===== src/rtl/seq_detector_gen.sv =====
// Serial-bit sequence detector: fixed 01[0*]1 FSM plus programmable pattern matcher, BCD match counter, 7-seg drive.
// Latency: z is combinational on the current bit; count_bcd/disp update on the same rising edge / one cycle after z.
// Backpressure: none; ena=0 freezes detector state while pattern load and count clear still take effect.
module seq_detector_gen #(
    parameter int PAT_LEN    = 8,
    parameter int NUM_DIGITS = 2
) (
    input  logic                         clk,
    input  logic                         rst,
    input  logic                         ena,
    input  logic                         sig_to_test,
    input  logic                         mode,
    input  logic                         overlap,
    input  logic                         pat_load,
    input  logic [PAT_LEN-1:0]           pat_value,
    input  logic [$clog2(PAT_LEN+1)-1:0] pat_len,
    input  logic                         count_clr,
    output logic                         z,
    output logic [4*NUM_DIGITS-1:0]      count_bcd,
    output logic [7*NUM_DIGITS-1:0]      disp,
    output logic                         saturated
);
    localparam int LW = $clog2(PAT_LEN+1);

    typedef enum logic [1:0] {IDLE, S_0, S_01, S_010} state_t;

    state_t                  r_state;
    state_t                  w_state_nxt;
    logic                    w_fix_match;

    logic [PAT_LEN-2:0]      r_hist;
    logic [LW-1:0]           r_fill;
    logic [LW-1:0]           r_pat_len;
    logic [PAT_LEN-1:0]      r_pat;
    logic [PAT_LEN-1:0]      w_window;
    logic [PAT_LEN-1:0]      w_mask;
    logic                    w_len_ok;
    logic                    w_fill_ok;
    logic                    w_prog_match;

    logic [4*NUM_DIGITS-1:0] r_count;
    logic [4*NUM_DIGITS-1:0] w_count_inc;
    logic                    w_at_max;
    logic                    w_carry;
    logic [3:0]              w_digit;

    // Fixed engine: next state and Mealy match; a load forces IDLE, ena=0 holds the state.
    always_comb begin
        w_state_nxt = r_state;
        w_fix_match = 1'b0;
        case (r_state)
            IDLE:  w_state_nxt = sig_to_test ? IDLE : S_0;
            S_0:   w_state_nxt = sig_to_test ? S_01 : S_0;
            S_01: begin
                if (sig_to_test) begin
                    w_fix_match = 1'b1;
                    w_state_nxt = IDLE;
                end else begin
                    w_state_nxt = S_010;
                end
            end
            S_010: begin
                if (sig_to_test) begin
                    w_fix_match = 1'b1;
                    w_state_nxt = overlap ? S_01 : IDLE;
                end else begin
                    w_state_nxt = S_010;
                end
            end
            default: w_state_nxt = IDLE;
        endcase
        if (pat_load) begin
            w_state_nxt = IDLE;
        end else if (!ena) begin
            w_state_nxt = r_state;
        end
    end

    // Fixed engine state register.
    always_ff @(posedge clk) begin
        if (rst) begin
            r_state <= IDLE;
        end else begin
            r_state <= w_state_nxt;
        end
    end

    // Newest bit sits at the LSB, so the window lines up with pat_value[pat_len-1:0].
    assign w_window = {r_hist, sig_to_test};

    // Only the low pat_len bits of the window take part in the compare.
    always_comb begin
        w_mask = '0;
        for (int i = 0; i < PAT_LEN; i++) begin
            w_mask[i] = (LW'(i) < r_pat_len);
        end
    end

    assign w_len_ok     = (r_pat_len != '0) && (r_pat_len <= LW'(PAT_LEN));
    // Safe subtraction: only consulted when the length is non-zero.
    assign w_fill_ok    = (r_fill >= (r_pat_len - LW'(1)));
    assign w_prog_match = w_len_ok && w_fill_ok && (((w_window ^ r_pat) & w_mask) == '0);

    // Programmable engine: pattern registers, shift history and fill counter.
    always_ff @(posedge clk) begin
        if (rst) begin
            r_pat     <= '0;
            r_pat_len <= '0;
            r_hist    <= '0;
            r_fill    <= '0;
        end else if (pat_load) begin
            r_pat     <= pat_value;
            r_pat_len <= pat_len;
            r_hist    <= '0;
            r_fill    <= '0;
        end else if (ena) begin
            r_hist <= w_window[PAT_LEN-2:0];
            if (w_prog_match && !overlap) begin
                r_fill <= '0;
            end else if (r_fill != LW'(PAT_LEN)) begin
                r_fill <= r_fill + LW'(1);
            end
        end
    end

    assign z = ena & ~pat_load & ~rst & (mode ? w_prog_match : w_fix_match);

    // BCD increment with per-digit carry, plus detection of the all-nines ceiling.
    always_comb begin
        w_count_inc = r_count;
        w_carry     = 1'b1;
        w_at_max    = 1'b1;
        w_digit     = 4'd0;
        for (int k = 0; k < NUM_DIGITS; k++) begin
            w_digit = r_count[4*k +: 4];
            if (w_digit != 4'd9) begin
                w_at_max = 1'b0;
            end
            if (w_carry) begin
                if (w_digit == 4'd9) begin
                    w_count_inc[4*k +: 4] = 4'd0;
                end else begin
                    w_count_inc[4*k +: 4] = w_digit + 4'd1;
                    w_carry               = 1'b0;
                end
            end
        end
    end

    // Match counter: clear beats a same-cycle match, and the count holds at all nines.
    always_ff @(posedge clk) begin
        if (rst) begin
            r_count <= '0;
        end else if (count_clr) begin
            r_count <= '0;
        end else if (z && !w_at_max) begin
            r_count <= w_count_inc;
        end
    end

    assign count_bcd = r_count;
    assign saturated = w_at_max;

    function automatic logic [6:0] seg7(input logic [3:0] d);
        case (d)
            4'd0:    seg7 = 7'h40;
            4'd1:    seg7 = 7'h79;
            4'd2:    seg7 = 7'h24;
            4'd3:    seg7 = 7'h30;
            4'd4:    seg7 = 7'h19;
            4'd5:    seg7 = 7'h12;
            4'd6:    seg7 = 7'h02;
            4'd7:    seg7 = 7'h78;
            4'd8:    seg7 = 7'h00;
            4'd9:    seg7 = 7'h10;
            default: seg7 = 7'h7F;
        endcase
    endfunction

    for (genvar k = 0; k < NUM_DIGITS; k++) begin : g_disp
        assign disp[7*k +: 7] = seg7(r_count[4*k +: 4]);
    end
endmodule


===== config.mk =====
export PLATFORM = sky130hd
export DESIGN_NAME = seq_detector_gen
export DESIGN_NICKNAME = d
export VERILOG_FILES = /design/src/rtl/seq_detector_gen.sv
export SDC_FILE = /design/constraint.sdc
export NUM_CORES = 1
export LEC_CHECK = 0
export ABC_AREA = 1
export CAP_MARGIN = 20
export CELL_PAD_IN_SITES_DETAIL_PLACEMENT = 0
export CELL_PAD_IN_SITES_GLOBAL_PLACEMENT = 1
export CORE_MARGIN = 4
export CORE_UTILIZATION = 38
export CTS_BUF_LIST = sky130_fd_sc_hd__clkbuf_8 sky130_fd_sc_hd__clkbuf_16
export CTS_CLUSTER_DIAMETER = 50
export CTS_CLUSTER_SIZE = 12
export DETAILED_ROUTE_END_ITERATION = 16
export PLACE_DENSITY = 0.83
export SLEW_MARGIN = 30
export SYNTH_ARGS = -nofsm -noshare
export SYNTH_HDL_FRONTEND = slang
export SYNTH_SLANG_ARGS = --single-unit

===== constraint.sdc =====
create_clock -name clk -period 3.05 [get_ports clk]
set_clock_uncertainty 0.1 [all_clocks]
set_input_delay 0.61 -clock clk [delete_from_list [all_inputs] [get_ports clk]]
set_output_delay 0.61 -clock clk [all_outputs]
set_load 0.05 [all_outputs]

Word-level counts from Yosys, hierarchy flattened
Memories as Yosys holds them, arrays and structs flattened. A register that Yosys moved wholly into a read port is not among the register bits. Cells that the tools add are included.

Add/subtract/negate cells: 4. $lt $le $gt $ge: 10. Eq/ne operators: 8. Muxes and demuxes: 20. Bitwise gates (word level): 7. Reductions and logical operators: 16.

Operators with widths (count): $mux W4 (8); $lt A3 B4 Y1 const A (4); $add A4 B1 Y4 const B (3); $ne A4 B4 Y1 const B (3); $and A8 B8 Y8 (1); $eq A4 B4 Y1 const B (2); $logic_not A8 Y1 (1); $lt A1 B4 Y1 const A (2); $lt A2 B4 Y1 const A (2); $mux W2 (4); $pmux W2 S4 (1); $xor A8 B8 Y8 (1); $mux W1 (7); $reduce_or A2 Y1 (3); $logic_and A1 B1 Y1 (5); $eq A2 B2 Y1 const B (2); $ge A4 B4 Y1 (1); $le A4 B4 Y1 const B (1); $reduce_and A2 Y1 (2); $reduce_bool A4 Y1 (1); $sub A4 B1 Y4 const B (1); $and A1 B1 Y1 (3); $eq A2 B1 Y1 const B (1); $logic_not A1 Y1 (2); other kinds (3) (4).

Register bits: 33. Bits in read-only memories: 224. Output and inout bits: 24. Word-level logic and storage cells: 74. Memories kept: 2.

Memories: (no name shown) (words 16, width 7, rd ports 1, clocked after Yosys merged registers in 1, write ports 0, RTL line 165) `case (d)`; (no name shown) (words 16, width 7, rd ports 1, clocked after Yosys merged registers in 1, write ports 0, RTL line 165).

Longest topological paths before layout
Word-level depth: 10. Depth in mapped cells: 24. Depth with buffers taken out: 24.

Least setup slack after synthesis
No wires, ideal clock.

Path type: register to register. Start: register r_count[4], in the netlist count_bcd[4]. End: register disp[3] (netlist name). Library setup time: 114 ps. Arrival time: 2928 ps. Required time: 2836 ps. Setup slack: -92 ps. Cell stages (with the launch flop): 12. Buffers on the path: 0. Clock period less this slack: 3142 ps. Path through: dfxtp_1 > inv_1 > nor2_1 > nand3_1 > nor2_1 > inv_1 > o2111ai_1 > nand3_1 > ha_1 > nand3_1 > nand3_1 > nand2_1.

Cells in the longest elaborated chain, start to end: 6.

Ends and longest elaborated chain: from (decl) (RTL line 41) `logic [4*NUM_DIGITS-1:0] r_count;`; from (signal assigned) (RTL line 157) `r_count <= w_count_inc;`; $ne A4 B4 Y1 (RTL line 136) `if (w_digit != 4'd9) begin`; $mux W1 (RTL line 136); named net saturated (RTL line 21) `output logic saturated`; $logic_not A1 Y1 (RTL line 156) `end else if (z && !w_at_max) begin`; $logic_and A1 B1 Y1 (RTL line 156); $mux W4 (no line) (2 in a row).

The timed path passes the listed nets, and every way through them passes these cells. A chain may end at the register's enable or synchronous reset.

Worst setup path after layout
Start: register r_pat_len[2]. End: output z.

Cells in the longest elaborated chain, start to end: 6. Elaborated cells between the ends (all ways): 19. Classes of those cells: add/sub (1); order compare (10); mux (1); bitwise (2); reduce/logical (5).

Ends and longest elaborated chain: from (decl) (RTL line 33) `logic [LW-1:0] r_pat_len;`; from (signal assigned) (RTL line 113) `r_pat_len <= pat_len;`; $sub A4 B1 Y4 (tied with other cells) (RTL line 101) `assign w_fill_ok = (r_fill >= (r_pat_len - LW'(1)));`; $ge A4 B4 Y1 (tied with other cells) (RTL line 101); $logic_and A1 B1 Y1 or $logic_not A8 Y1 (tied branches) (RTL line 102) `assign w_prog_match = w_len_ok && w_fill_ok && (((w_window ^ r_pat) & w_mask) == '0);`; $logic_and A1 B1 Y1 (*) (RTL line 102); $mux W1 (*) (RTL line 126) `assign z = ena & ~pat_load & ~rst & (mode ? w_prog_match : w_fix_match);`; $and A1 B1 Y1 (*) (RTL line 126); to (decl) (RTL line 18) `output logic z,`.

Every way passes the cells marked *; elsewhere a longest branch is shown, timed or not.

==> metrics.cfg <==
[clocking]
cts_max_level = 2
cts_max_path_buffers = 2
path_clk_slew_ns = 0.09
clkLatencyLatePin_ns = 0.30
ctsHoldBuffers = 0
cts_buffers = 5
cts_tree = done
root_buffer = clkbuf_8
clkSinkCount = 47

[timing]
rsz0062_at_grt = true
setup_viol = 0
timing.fmax_ghz = 0.337
hold_viol = 0
period_needed_ns = 2.96
tightest_slew_ns = 0.505
fin_crit_sh = 0.972
slew_viol_final = 0
slew-limit-headroom = 0.663

[job]
cap_violations = 0

[power_and_ir_drop]
p_total_mw = 1.31
pwr-share-comb = 0.143
p_seq_frac = 0.489
intPower_uw = 982
leakagePower_nw = 1.75
p_per_area_nw_per_um2 = 373
p_sw_uw = 332
pwr-share-clk = 0.368
irDropWorstVdd_mv = 0.160
swShare = 0.252

[detailed_routing]
postRouteWirelength_um = 6070
drt_first_pass_iters = 4
wire_per_inst_um = 11.8
post-route-drc-count = 0
drt_iter0_drc = 92
vias_per_cell = 4.73
routed-via-count = 2441
ant_nets = 0

[floorplan]
initial_core_util = 0.399
ios = 44
fp.dieH_um = 90.6
core_um2 = 6490
rows = 29
fp.dieW_um = 90.6
die_area_um2 = 8210

[setup_path]
critPathTopFamily = buffers and inverters
cp-start-kind = flip-flop
end_kind = primary output
cp_common_cell = nand2_2
path_cells = inv_4 > nand3_4 > xor2_1 > inv_1 > ha_4 > nand2_2 > inv_2 > nand2_2 > nand3_2 > nand2_2 > inv_2 > nand3_4 > a21boi_4 > buf_6 > buf_12
arrival_ns = 2.25
max_stage_delay_ns = 0.36
crit_type = flip-flop to primary output
crit_slowest_cell = dfxtp_4
critPathBufInv = 6
critPathMaxFanout = 4
worst_ep_required_time_ns = 2.34

[global_routing]
antenna_found_initial = 0
grt_pass1_vias = 2359
grt_usage = 0.153
grt_max_degree = 19
grt_pass1_wl_um = 10600
grt_remaining_overflow = 0

[logic_synthesis]
ys_ff_latch = 47
synth_cells = 368
synth_top_family_by_area = simple AND/OR/NAND/NOR gates
synth_fa_ha_area_frac = 0.106
synth_compound_area_frac = 0.0931
synth-edff-count = 0
synth.distinct_cells = 31
synth_top_flop_cell = dfxtp_1
yosys.area_share.simple = 0.329
syn-num-nets = 410
muxShareOfSynthArea = 0
syn_area_um2 = 2590
seq_area_frac_synth = 0.363
ys_warn_count = 0
async_flop_share = 0
postSynthAreaPerCell_um2 = 7.05
synth-xor-area-share = 0.0169

[layout]
seqCellArea_um2 = 953
instances_no_fill = 516
layout_common_cells = nand2_1, inv_1, dfxtp_1
multi_input_area_um2 = 1500
final_common_cell = nand2_1
fin_util = 0.542
nets = 480
drive_gt1_frac = 0.178
syn_to_final_growth_pct = 35.8
fill_cells = 620
antenna_cells = 0

[status]
outcome = finished, final reports clean

[min_path]
holdCritPathClass = flip-flop to flip-flop

[placement]
dpl.hpwl_um = 4360
portBuffers = 43
gp_congestion = 0.798
dp.cells = 500

==> power groups by stage <==
stage	sequential, mW	clock (mW)	combinational (mW)
global placement	0.656	0	0.159
floorplan	0.657	0	0.0933
finish	0.642	0.483	0.188
detailed placement	0.656	0	0.160
CTS	0.643	0.498	0.162
global route	0.645	0.518	0.212
==> state kept, by name, summed over array words and instances, names as in the netlist <==
signal and count:
count_bcd 8, disp 14, r_state 2, r_fill 4, r_pat_len 4, r_pat 8, r_hist 7
==> kinds of logic after synthesis <==
family / Yosys count
buffers and inverters: 61
AO/OA/AOI/OAI: 41
AND/OR/NAND/NOR: 192
flip-flops: 47
adder cells (fa/ha/maj): 22
XOR/XNOR: 5
==> tightest hold or removal path, stage by stage, from the launching register on <==
cell and delay, ns:
dfxtp_1 0.32, nand2_1 0.06, a21oi_1 0.05
==> path summary, 6_finish.rpt <==
path / depth (start not counted) / to / slack, ns / startpoint
max reg2reg: 24 / disp[7] / 0.14 / r_pat_len[2]
max: 15 / z / 0.09 / r_pat_len[2]
min: 2 / r_pat[7] / 0.38 / r_pat[7]
min reg2reg: 2 / r_pat[7] / 0.38 / r_pat[7]
==> cell usage after synthesis, types with 2 or more instances <==
| master | instances | area share |
|---|---|---|
| nand2_1 | 100 | 0.14 |
| o21ai_0 | 9 | 0.017 |
| dfxtp_1 | 47 | 0.36 |
| nand4_1 | 6 | 0.014 |
| nand2_2 | 10 | 0.024 |
| clkinv_1 | 3 | 0.0043 |
| or2_1 | 2 | 0.0048 |
| xnor2_1 | 2 | 0.0068 |
| a211oi_1 | 6 | 0.017 |
| ha_1 | 22 | 0.11 |
| nor2_2 | 2 | 0.0048 |
| inv_1 | 51 | 0.074 |
| nand3_1 | 33 | 0.064 |
| o21ai_1 | 3 | 0.0058 |
| xor2_1 | 3 | 0.010 |
| nor2_1 | 29 | 0.042 |
| a21oi_1 | 20 | 0.039 |
| nor3_1 | 4 | 0.0077 |
| clkbuf_1 | 4 | 0.0058 |
==> routing by layer <==
layer	vias up	global-route usage	part of all wire
li1	1304	-	-
met1	1089	0.208	0.49
met2	43	0.237	0.46
met3	5	0.0358	0.041
met4	0	0.0485	0.0087
met5	-	0	0
==> cell type report <==
type,instances,share of cell area
flip-flops and latches,47,0.271
repair buffers,68,0.180
clock buffers,6,0.0234
multi-input cells,260,0.424
clock inverters,2,0.00994
well taps,77,0.0273
inverters,56,0.0639
==> repair_timing <==
action | in CTS | in global routing
resized for setup | 4 | 31
setup buffers | 1 | 8
endpoints found under the hold margin | 0 | 0
pin swaps | 1 | 13
setup endpoints to repair | 1 | 15
==> metrics by stage <==
step | area, um^2 | setup slack, ns | setup TNS (ns) | hold WS (ns)
after detailed placement | 3240 | -0.00861 | -0.00892 | 0.366
after CTS | 3380 | 0.00378 | 0 | 0.382
after global routing | 3520 | -0.115 | -0.704 | 0.417
final | 3520 | 0.0862 | 0 | 0.380
after floorplan | 2600 | 0.0345 | 0 | 0.347
after global placement | 3240 | 0.0630 | 0 | 0.364
No activity file was read; power rests on OpenSTA's default activity.
